===== config.mk =====
export PLATFORM = sky130hd
export DESIGN_NAME = rtc_display_feeder
export DESIGN_NICKNAME = d
export VERILOG_FILES = /design/src/rtl/feeder_pkg.sv /design/src/rtl/feeder_timeout.sv /design/src/rtl/rtc_display_feeder.sv
export SDC_FILE = /design/constraint.sdc
export NUM_CORES = 1
export LEC_CHECK = 0
export BUFFER_PORTS_ARGS = -buffer_cell sky130_fd_sc_hd__buf_2
export CORE_ASPECT_RATIO = 0.6
export CORE_MARGIN = 3
export CORE_UTILIZATION = 42
export DETAILED_ROUTE_END_ITERATION = 10
export GPL_TIMING_DRIVEN = 0
export PLACE_DENSITY = 0.72
export SETUP_SLACK_MARGIN = 0.15
export SYNTH_ARGS = -nofsm -noshare
export SYNTH_HDL_FRONTEND = slang
export SYNTH_SLANG_ARGS = --single-unit
export TNS_END_PERCENT = 1

===== constraint.sdc =====
create_clock -name reloj -period 1.9 [get_ports reloj]
set_input_delay 0 -clock reloj [delete_from_list [all_inputs] [get_ports reloj]]
set_output_delay 0 -clock reloj [all_outputs]
set_load 0.02 [all_outputs]

===== src/rtl/feeder_pkg.sv =====
// Shared definitions for the RTC display feeder: sweep FSM states, RTC register map and defaults.
package feeder_pkg;

  typedef enum logic [1:0] {
    IDLE = 2'd0,
    REQ  = 2'd1,
    PUSH = 2'd2,
    NEXT = 2'd3
  } feeder_state_e;

  localparam int FEEDER_N_REGS  = 9;
  localparam int FEEDER_TIMEOUT = 255;

  // Entry i is read into display slot i; entries past the populated range are unused.
  localparam logic [15:0][7:0] ADDR_TABLE = {
    8'h00, 8'h00, 8'h00, 8'h00, 8'h00, 8'h00, 8'h00,
    8'h43, 8'h42, 8'h41,
    8'h26, 8'h25, 8'h24, 8'h23, 8'h22, 8'h21
  };

  function automatic logic is_bcd(input logic [7:0] b);
    return (b[7:4] <= 4'd9) && (b[3:0] <= 4'd9);
  endfunction

endpackage


===== src/rtl/feeder_timeout.sv =====
// Saturating wait counter for bus masters; expired stays high once the count reaches MAX.
module feeder_timeout #(
  parameter int MAX = 255
) (
  input  logic clk,
  input  logic rst,
  input  logic clr,
  input  logic en,
  output logic expired
);

  localparam int W = (MAX < 1) ? 1 : $clog2(MAX + 1);
  localparam logic [W-1:0] MAX_C = W'(MAX);

  logic [W-1:0] cnt_q, cnt_d;

  always_comb begin
    cnt_d = cnt_q;
    if (clr) begin
      cnt_d = '0;
    end else if (en && (cnt_q != MAX_C)) begin
      cnt_d = cnt_q + W'(1);
    end
  end

  always_ff @(posedge clk or posedge rst) begin
    if (rst) begin
      cnt_q <= '0;
    end else begin
      cnt_q <= cnt_d;
    end
  end

  assign expired = (cnt_q == MAX_C);

endmodule


===== src/rtl/rtc_display_feeder.sv =====
// Once per frame (V_ON falling edge) reads the RTC registers and strobes each byte to the digit renderer.
// Build option FEEDER_BCD_CHECK_EN: acknowledged bytes that are not valid BCD are dropped and flag the sweep.
module rtc_display_feeder
  import feeder_pkg::*;
#(
  parameter int N_REGS  = FEEDER_N_REGS,
  parameter int TIMEOUT = FEEDER_TIMEOUT
) (
  input  logic       reloj,
  input  logic       resetM,
  input  logic       V_ON,
  output logic       rd_req,
  output logic [7:0] rd_addr,
  input  logic       rd_ack,
  input  logic [7:0] rd_data,
  output logic [7:0] DIR_DATO,
  output logic [3:0] POSICION,
  output logic       RD,
  output logic       busy,
  output logic       err
);

  localparam logic [3:0] LAST_IDX = 4'(N_REGS - 1);

  feeder_state_e state_q, state_d;
  logic [3:0]    idx_q, idx_d;
  logic [7:0]    addr_q, addr_d;
  logic [7:0]    dato_q, dato_d;
  logic [3:0]    pos_q, pos_d;
  logic          rd_q, rd_d;
  logic          sweep_err_q, sweep_err_d;
  logic          err_q, err_d;
  logic          v_on_q;
  logic          trigger, expired, fwd_ok;

  assign trigger = v_on_q & ~V_ON;

`ifdef FEEDER_BCD_CHECK_EN
  assign fwd_ok = is_bcd(rd_data);
`else
  assign fwd_ok = 1'b1;
`endif

  feeder_timeout #(
    .MAX(TIMEOUT)
  ) u_timeout (
    .clk    (reloj),
    .rst    (resetM),
    .clr    (state_q != REQ),
    .en     (state_q == REQ),
    .expired(expired)
  );

  always_comb begin
    state_d     = state_q;
    idx_d       = idx_q;
    addr_d      = addr_q;
    dato_d      = dato_q;
    pos_d       = pos_q;
    rd_d        = 1'b0;
    sweep_err_d = sweep_err_q;
    err_d       = err_q;
    unique case (state_q)
      IDLE: begin
        if (trigger) begin
          idx_d       = 4'd0;
          sweep_err_d = 1'b0;
          addr_d      = ADDR_TABLE[0];
          state_d     = REQ;
        end
      end
      REQ: begin
        // An ack in the same cycle as expiry still wins: the byte is already valid.
        if (rd_ack) begin
          if (fwd_ok) begin
            dato_d  = rd_data;
            pos_d   = idx_q;
            rd_d    = 1'b1;
            state_d = PUSH;
          end else begin
            sweep_err_d = 1'b1;
            state_d     = NEXT;
          end
        end else if (expired) begin
          sweep_err_d = 1'b1;
          state_d     = NEXT;
        end
      end
      PUSH: begin
        state_d = NEXT;
      end
      NEXT: begin
        if (idx_q == LAST_IDX) begin
          err_d   = sweep_err_q;
          state_d = IDLE;
        end else begin
          idx_d   = idx_q + 4'd1;
          addr_d  = ADDR_TABLE[idx_q + 4'd1];
          state_d = REQ;
        end
      end
      default: state_d = IDLE;
    endcase
  end

  always_ff @(posedge reloj or posedge resetM) begin
    if (resetM) begin
      state_q     <= IDLE;
      idx_q       <= 4'd0;
      addr_q      <= 8'd0;
      dato_q      <= 8'd0;
      pos_q       <= 4'd0;
      rd_q        <= 1'b0;
      sweep_err_q <= 1'b0;
      err_q       <= 1'b0;
      v_on_q      <= 1'b0;
    end else begin
      state_q     <= state_d;
      idx_q       <= idx_d;
      addr_q      <= addr_d;
      dato_q      <= dato_d;
      pos_q       <= pos_d;
      rd_q        <= rd_d;
      sweep_err_q <= sweep_err_d;
      err_q       <= err_d;
      v_on_q      <= V_ON;
    end
  end

  assign rd_req   = (state_q == REQ);
  assign rd_addr  = addr_q;
  assign DIR_DATO = dato_q;
  assign POSICION = pos_q;
  assign RD       = rd_q;
  assign busy     = (state_q != IDLE);
  assign err      = err_q;

endmodule


== Word level (Yosys, flattened, before mapping) ==
Memories as Yosys holds them, arrays and structs flattened.
Index checks and enable logic that the tools add are counted.

* Register bits: 38
* Bits in read-only memories: 128
* Output and inout port bits: 24
* Memories kept: 1

{| class="wikitable"
|+ Memory list
! name !! words !! width !! rd ports !! clocked after memory_dff !! wr ports !! RTL line !! RTL
|-
| (name not given) || 16 || 8 || 1 || 0 || 0 || rtc_display_feeder.sv:98 || <nowiki>addr_d = ADDR_TABLE[idx_q + 4'd1];</nowiki>
|}

* Add/subtract/negate cells: 2
* $lt $le $gt $ge: 1
* Equal/unequal tests: 12
* Multiplexer cells: 20
* Bitwise operators: 2
* Reduce and logical (&&, ||, !) cells: 11

{| class="wikitable"
|+ Operator list
! cell !! number
|-
| 8-bit 2-to-1 mux || 5
|-
| 8-bit one-hot mux with 2 select lines || 1
|-
| 8-bit by 1-bit adder with 8-bit output (second input constant) || 1
|-
| 8-bit == test (second input constant) || 1
|-
| 4-bit 2-to-1 mux || 2
|-
| 2-bit != test (second input constant) || 4
|-
| 8-bit != test (second input constant) || 1
|-
| 2-bit one-hot mux with 4 select lines || 1
|-
| 4-bit one-hot mux with 2 select lines || 1
|-
| 2-bit nonzero test || 4
|-
| 1-bit 2-to-1 mux || 6
|-
| 2-bit 2-to-1 mux || 3
|-
| 2-bit AND reduction || 3
|-
| 4-bit by 5-bit < comparator with 1-bit output (second input constant) || 1
|-
| 4-bit by 1-bit adder with 4-bit output (second input constant) || 1
|-
| 2-bit == test (second input constant) || 2
|-
| 4-bit == test (second input constant) || 1
|-
| 4-bit AND reduction || 1
|-
| 3-bit != test (second input constant) || 1
|-
| 3-bit AND reduction || 1
|-
| 2-bit by 1-bit == test with 1-bit output (second input constant) || 1
|-
| 2-bit logical NOT || 1
|-
| 2-bit by 1-bit != test with 1-bit output (second input constant) || 1
|-
| 1-bit one-hot mux with 2 select lines || 1
|-
| other kinds (3) || 3
|}

== Longest topological paths before layout ==
Gate-level depths: netlist of run 1.

* Word-level depth: 5
* Mapped depth: 7
* Mapped depth without buffers: 6

== Cells and area by module ==
Synthesis of run 1 repeated with hierarchy kept, for this count alone.

* Cells, all modules: 185
* Area total of the unflattened synthesis: 1956.9 um2

{| class="wikitable"
|+ Modules (own cells, without submodules)
! module !! instances !! cells each !! area each (um2) !! sequential area each (um2)
|-
| rtc_display_feeder || 1 || 137 || 1468.9 || 675.6
|-
| feeder_timeout || 1 || 48 || 488.0 || 200.2
|}

== Worst setup path before layout of run 1 ==
OpenSTA, ideal clock, no wires.

* Path type: register to register
* From: register state_q[1]
* To: register dato_q[5] (netlist: DIR_DATO[5])
* Setup time: 125 ps
* Arrival time: 1613 ps
* Path slack: 163 ps
* Cell stages (with the launch flop): 6
* Buffers on the path: 1
* Period minus slack after synthesis: 1737 ps
* Cells stage by stage: dfrtp_1 > inv_1 > ha_1 > nand2_1 > clkbuf_1 > mux2_2

* Word-level cells in the longest chain between the ends: 2

{| class="wikitable"
|+ Ends and longest elaborated chain
! what !! RTL line !! RTL
|-
| start: declaration || rtc_display_feeder.sv:25 || <nowiki>feeder_state_e state_q, state_d;</nowiki>
|-
| start signal: assignment || rtc_display_feeder.sv:118 || <nowiki>state_q <= state_d;</nowiki>
|-
| 2-bit by 1-bit == test with 1-bit output || -- ||
|-
| via rd_req || rtc_display_feeder.sv:12 || <nowiki>output logic rd_req,</nowiki>
|-
| 2-bit AND reduction (no line) || -- ||
|-
| end signal: assignment || rtc_display_feeder.sv:121 || <nowiki>dato_q <= dato_d;</nowiki>
|-
| end: declaration || rtc_display_feeder.sv:28 || <nowiki>logic [7:0] dato_q, dato_d;</nowiki>
|}

The timed path passes the listed nets, and every way through them passes these cells.
A chain may end at the register's enable or synchronous reset.

== Final worst setup path of run 1 ==
* From: register idx_q[0]
* To: register addr_q[5] (netlist: rd_addr[5])

* Word-level cells in the longest chain between the ends: 5
* Elaborated cells between the ends (all ways): 8
* Classes of those cells: add/sub: 1; eq/ne: 2; mux: 3; reduce/logical: 1; memory: 1

{| class="wikitable"
|+ Ends and longest elaborated chain
! what !! RTL line !! RTL
|-
| start: declaration || rtc_display_feeder.sv:26 || <nowiki>logic [3:0] idx_q, idx_d;</nowiki>
|-
| start signal: assignment || rtc_display_feeder.sv:119 || <nowiki>idx_q <= idx_d;</nowiki>
|-
| 4-bit by 1-bit adder with 4-bit output || rtc_display_feeder.sv:98 ||
|-
| memory read 16 x 8 bit || -- ||
|-
| 8-bit 2-to-1 mux (implied by the code) || rtc_display_feeder.sv:98 ||
|-
| 8-bit 2-to-1 mux || rtc_display_feeder.sv:93 || <nowiki>if (idx_q == LAST_IDX) begin</nowiki>
|-
| 8-bit one-hot mux with 2 select lines || rtc_display_feeder.sv:63 || <nowiki>unique case (state_q)</nowiki>
|-
| end signal: assignment || rtc_display_feeder.sv:120 || <nowiki>addr_q <= addr_d;</nowiki>
|-
| end: declaration || rtc_display_feeder.sv:27 || <nowiki>logic [7:0] addr_q, addr_d;</nowiki>
|}

Parallel ways exist; a longest one is shown, timed or not. The select of a mux whose other input is x is not followed.

==> flow_summary_export.csv, run 1 <==
group,metric,value,unit
timing,worst_slack,0.205,ns
layout,multi_input_area,781,um2
critical_path,critPathKind,"reg2reg",
clock_tree,cts_max_path_buffers,2,
routing,route.detailed.drc,0,
grt,grt_overflow_total,0,
synthesis,yosysWarningCount,0,
hold_path,hp-class,"in2reg",
timing,drv_slew,0,
timing,maxSlewHeadroom,0.509,
timing,period_share,0.892,
placed_design,gp_congestion,0.829,
placed_design,place_area,0.00197,mm2
placed_design,hpwl,2620,um
routing,wl_met3,218,um
routing,ant_nets,0,
clock_tree,cts_tree,"done",
routing,drt-wirelength-per-cell,13.8,um
grt,grt_usage,0.166,
synthesis,synth-async-reset-ratio,1.00,
timing,worstMarginPinSlew,0.736,ns
layout,insertedDiodeCount,0,
routing,drt_first_iter_violations,72,
die,rows,17,
die,start_util,0.454,
timing,fmax,0.590,GHz
timing,layout_min_cycle_time,1.70,ns
placed_design,pre_cts_slack,-0.0249,ns
synthesis,ys_types,41,
grt,grt_antenna_before_repair,0,
outcome,status,"completed",
timing,setup_viol,0,
routing,via_per_inst,5.07,
clock_tree,cts.htree.levels,2,
grt,grt_max_degree,36,
layout,final_common_cell,"buf_2",
clock_tree,clk_latency,0.29,ns
synthesis,synth_ff_type,"dfrtp_1",
routing,dr.pass1.iters,4,
routing,via_count,1354,
power,vdd_drop_max,0.786,mV
critical_path,required,2.11,ns
die,core_area,0.00383,mm2
layout,final-seq-area,878,um2
timing,finalHoldViolations,0,
critical_path,start_kind,"flop",
critical_path,cp.arrival,1.91,ns
critical_path,worst-path-max-fanout,9,
clock_tree,cts_root_buffer,"clkbuf_8",
layout,n_fill_cell,326,
die,ioPinCount,36,
die,fp.dieArea,0.00497,mm2
clock_tree,cts_made_buffers,5,
layout,final_util,0.568,
clock_tree,clock-sinks,35,
routing,finalWirelength,3690,um
synthesis,ys_seq_elements,35,
die,die_w,89.1,um
synthesis,yosysSeqAreaShare,0.504,
synthesis,syn_inst,167,
routing,top_layer,"met4",
timing,rsz0062_at_grt,"true",
routing,met1Wirelength,2010,um
job,drv_cap,0,
power,leakage,1.08,nW
clock_tree,clk_pin_slew_worst_paths,0.07,ns
synthesis,synth_area,0.00174,mm2
synthesis,synth_edf_count,0,
layout,syn_to_final_growth,25.0,%
routing,route.met2.wl,1400,um
layout,nets,240,
synthesis,syn_area_per_cell,10.4,um2
die,die_y,55.8,um
layout,layout_common_cells,"buf_2 (34), dfrtp_1 (33), nand2_1 (16), nor2_1 (15), inv_1 (11)",
timing,fin_skew,0.00641,ns
grt,grt_pass1_wl,6170,um
critical_path,cp-end-kind,"flop",
power,cellPowerDensity,1400,mW/mm2
grt,grt_pass1_vias,1313,
layout,finish.instance_area,0.00217,mm2
layout,drive_gt1_frac,0.305,
placed_design,io_buffers,32,
worst max-delay path, cell delays in order (launching register included):
cell	delay (ns)
dfrtp_2	0.46
inv_2	0.09
ha_1	0.31
inv_1	0.09
o32ai_1	0.08
a221oi_2	0.38
a2bb2oi_1	0.21
cells in the mapped netlist, drive strengths merged, types with 2 or more instances:
cell / instances / area, um2
nor2b: 2 / 12.5
ha: 9 / 113
nand3b: 2 / 15.0
buf: 7 / 47.6
xor2: 2 / 17.5
mux2i: 2 / 20.0
nor2: 15 / 56.3
nand2: 17 / 63.8
o21ai: 10 / 53.8
nand3: 5 / 25.0
o211ai: 2 / 15.0
a31oi: 3 / 18.8
a21oi: 6 / 30.0
clkbuf: 2 / 7.51
inv: 13 / 48.8
xnor2: 2 / 17.5
o31ai: 2 / 15.0
mux2: 11 / 128
dfrtp: 35 / 876
and4: 2 / 17.5
worst paths after layout:
path                            cells after the start  slack (ns)                       to              startpoint
worst max-delay path                                6        0.20   rd_addr[5]$_DFFE_PP0P_    idx_q[0]$_DFFE_PP0P_
worst min-delay path                                4        0.12  sweep_err_q$_DFFE_PP0P_                  rd_ack
worst min register to register                      2        0.48   rd_addr[1]$_DFFE_PP0P_  rd_addr[1]$_DFFE_PP0P_
worst max register to register                      6        0.20   rd_addr[5]$_DFFE_PP0P_    idx_q[0]$_DFFE_PP0P_
min in group asynchronous                           3        0.39  POSICION[2]$_DFFE_PP0P_                  resetM
max in group asynchronous                           3        1.00     idx_q[1]$_DFFE_PP0P_                  resetM
repair_timing:
action | in CTS | in global routing
hold buffers | 9 | 1
buffers inserted | 0 | 1
endpoints found under the hold margin | 9 | 35
endpoints found under the setup margin | 7 | 14
pin swaps | 0 | 1
resized for setup | 3 | 7
metrics by stage:
step / hold slack, ns / total power [mW] / TNS, ns / std cells
after floorplan: 0.0314 / 2.06 / 0 / 169
after global placement: 0.125 / 2.42 / -0.0913 / 248
after detailed placement: 0.133 / 2.44 / -0.0733 / 248
after CTS: 0.0803 / 3.01 / 0 / 265
after global routing: 0.142 / 3.29 / 0 / 267
final: 0.121 / 3.04 / 0 / 267
cells by family (layout without fill, tap and decap cells):
kind of cell / count (synthesis) / after routing / synth area share
and+or+nand+nor: 50 / 50 / 0.137
DFF: 35 / 35 / 0.504
AOI/OAI and AO/OA: 33 / 33 / 0.127
buffers and inverters: 22 / 73 / 0.0597
muxes: 13 / 13 / 0.0849
adders and majority gates: 9 / 9 / 0.0647
xor gates and xnor gates: 4 / 4 / 0.0201
other: 1 / 3 / 0.00216
power breakdown:
part	internal, mW	switching, mW
logic	0.567	0.812
registers	0.971	0.169
clock network	0.257	0.264
state kept, by name (all words and copies together) (netlist names):
name / flops
err: 1
u_timeout.cnt_q: 8
sweep_err_q: 1
idx_q: 4
rd_addr: 5
v_on_q: 1
DIR_DATO: 8
RD: 1
POSICION: 4
state_q: 2
area by class of cell:
class,count,share of cell area
buffer,9,0.0270
multi-input combinational,112,0.359
sequential,35,0.404
tap,47,0.0270
clock inverter,1,0.00230
clock buffer,7,0.0351
inverter,13,0.0224
timing repair buffer,43,0.123
routing by layer:
layer / up-vias / track usage
met5: - / 0
met4: 0 / 0.0701
met3: 4 / 0.0621
met2: 35 / 0.201
met1: 644 / 0.256
li1: 671 / -
Power figures use the tool's default switching activity.
==> run 2, diff against run 1 <==
CORE_UTILIZATION = 54   (was 42)
PLACE_DENSITY = 0.87   (was 0.72)
==> flow_summary_export.csv, run 2 (synthesis gave the netlist of run 1 again) <==
group,metric,value,unit
outcome,status,"completed",
grt,grt_pass1_vias,1509,
timing,fmax,0.547,GHz
grt,grt_overflow_total,0,
critical_path,r2r_end,"DIR_DATO[5]$_DFFE_PP0P_",
routing,finalWirelength,5260,um
clock_tree,cts_made_buffers,5,
power,leakage,1.12,nW
routing,via_per_inst,6.10,
die,start_util,0.586,
critical_path,cp-end-kind,"flop",
layout,n_fill_cell,182,
die,fp.dieArea,0.00396,mm2
critical_path,start_kind,"flop",
clock_tree,clk_latency,0.30,ns
die,die_y,50.0,um
clock_tree,clock-sinks,35,
timing,period_share,0.962,
timing,worst_slack,0.0723,ns
critical_path,slowest_stage,"dfrtp_1",
timing,hold_ws,0.110,ns
routing,drt_first_iter_violations,181,
placed_design,hpwl,2560,um
routing,ant_nets,0,
die,ioPinCount,36,
layout,insertedDiodeCount,0,
timing,rsz0062_at_grt,"true",
job,drv_cap,0,
critical_path,ff2ff_path_depth,5,
routing,drt-wirelength-per-cell,19.6,um
layout,syn_to_final_growth,29.4,%
grt,grt_antenna_before_repair,0,
hold_path,hp-start,"rd_ack",
hold_path,hold_end,"state_q[0]$_DFFE_PP0P_",
clock_tree,clk_pin_slew_worst_paths,0.08,ns
hold_path,hp-class,"in2reg",
placed_design,gp_congestion,0.859,
placed_design,pre_cts_slack,-0.0376,ns
routing,via_count,1635,
grt,grt_max_degree,36,
die,core_area,0.00297,mm2
die,die_w,79.3,um
die,rows,15,
critical_path,critPathKind,"reg2reg",
critical_path,rr_startpoint,"state_q[1]$_DFFE_PP0P_",
timing,layout_min_cycle_time,1.83,ns
timing,maxSlewHeadroom,0.504,
clock_tree,cts_tree,"done",
critical_path,required,2.08,ns
grt,grt_usage,0.250,
timing,setup_viol,0,
routing,route.detailed.drc,0,
clock_tree,cts.htree.levels,2,
critical_path,rrSetupSlack,0.07,ns
critical_path,worst-path-max-fanout,10,
power,vdd_drop_max,1.27,mV
critical_path,cp.arrival,2.01,ns
layout,layout_common_cells,"dfrtp_1 (33), buf_2 (33), nand2_1 (16), nor2_1 (15), buf_4 (13)",
critical_path,cp_cell_sequence,"inv_1, ha_1, nand2_2, clkbuf_4, mux2_2",
clock_tree,cts_root_buffer,"clkbuf_8",
timing,drv_slew,0,
critical_path,critPathLaunch,"state_q[1]$_DFFE_PP0P_",
critical_path,cp_slowest_stage_delay,0.43,ns
grt,grt_pass1_wl,7310,um
timing,worstMarginPinSlew,0.743,ns
layout,nets,246,
power,cellPowerDensity,1560,mW/mm2
hold_path,min_path_cells,4,
clock_tree,cts_max_path_buffers,2,
timing,finalSetupTns,0,ns
timing,finalHoldViolations,0,
layout,drive_gt1_frac,0.336,
routing,dr.pass1.iters,7,
placed_design,io_buffers,32,
timing,fin_skew,0.00585,ns
## run 2: cell count changes in the layout (fill, tap and decap cells not counted), sizes merged
cell and delta:
buf +5, bufinv +1
## run 2: metrics by stage
step	utilization	instances	cell area [um2]	total power, mW
after global routing	0.759	268	2250	3.67
after floorplan	-	169	1750	2.06
after global placement	0.661	243	1960	2.40
after CTS	0.734	260	2180	3.17
after detailed placement	0.661	243	1960	2.44
final	0.759	268	2250	3.51
## run 2: how the worst max path moves through the flow
stage / end / slack [ns] / depth (start not counted)
floorplan: DIR_DATO[5]$_DFFE_PP0P_ / 0.16 / 5
global placement: POSICION[2]$_DFFE_PP0P_ / 0.01 / 5
detailed placement: DIR_DATO[5]$_DFFE_PP0P_ / -0.04 / 5
CTS: rd_addr[5]$_DFFE_PP0P_ / 0.14 / 6
global route: idx_q[3]$_DFFE_PP0P_ / 0.04 / 7
finish: DIR_DATO[5]$_DFFE_PP0P_ / 0.07 / 5
## run 2: timing repair
item | CTS | global route
setup buffers | 0 | 7
hold endpoints to repair | 9 | 35
setup endpoints to repair | 7 | 14
pin swaps | 0 | 4
gates resized for setup | 3 | 9
hold buffers | 9 | 1
## run 2: worst max-delay path: cells and delay by family (launching register included)
family | cells | cell delay (ns)
adders and majority gates | 1 | 0.41
and+or+nand+nor | 1 | 0.21
DFF | 1 | 0.43
muxes | 1 | 0.30
buffers and inverters | 2 | 0.36
## run 2: layout make-up
cell class	count	area (um2)	share of cell area
sequential	35	878	0.390
multi-input combinational	112	778	0.346
timing repair buffer	49	313	0.139
clock buffer	6	82.6	0.0367
buffer	9	61.3	0.0273
tap	42	52.6	0.0234
inverter	13	48.8	0.0217
clock inverter	2	35.0	0.0156
## run 2: layer usage
| layer | vias up | part of all wire | wire length, um | track usage |
|---|---|---|---|---|
| met4 | 0 | 0.040 | 212 | 0.123 |
| met1 | 767 | 0.38 | 2000 | 0.311 |
| li1 | 687 | - | - | - |
| met5 | - | 0 | 0 | 0 |
| met2 | 149 | 0.45 | 2340 | 0.384 |
| met3 | 32 | 0.13 | 702 | 0.0949 |
## run 2: power by group
part | leakage [nW] | switching, mW | internal (mW) | total (mW)
registers | 0.446 | 0.194 | 0.970 | 1.16
logic | 0.615 | 0.967 | 0.652 | 1.62
clock network | 0.0612 | 0.299 | 0.425 | 0.724
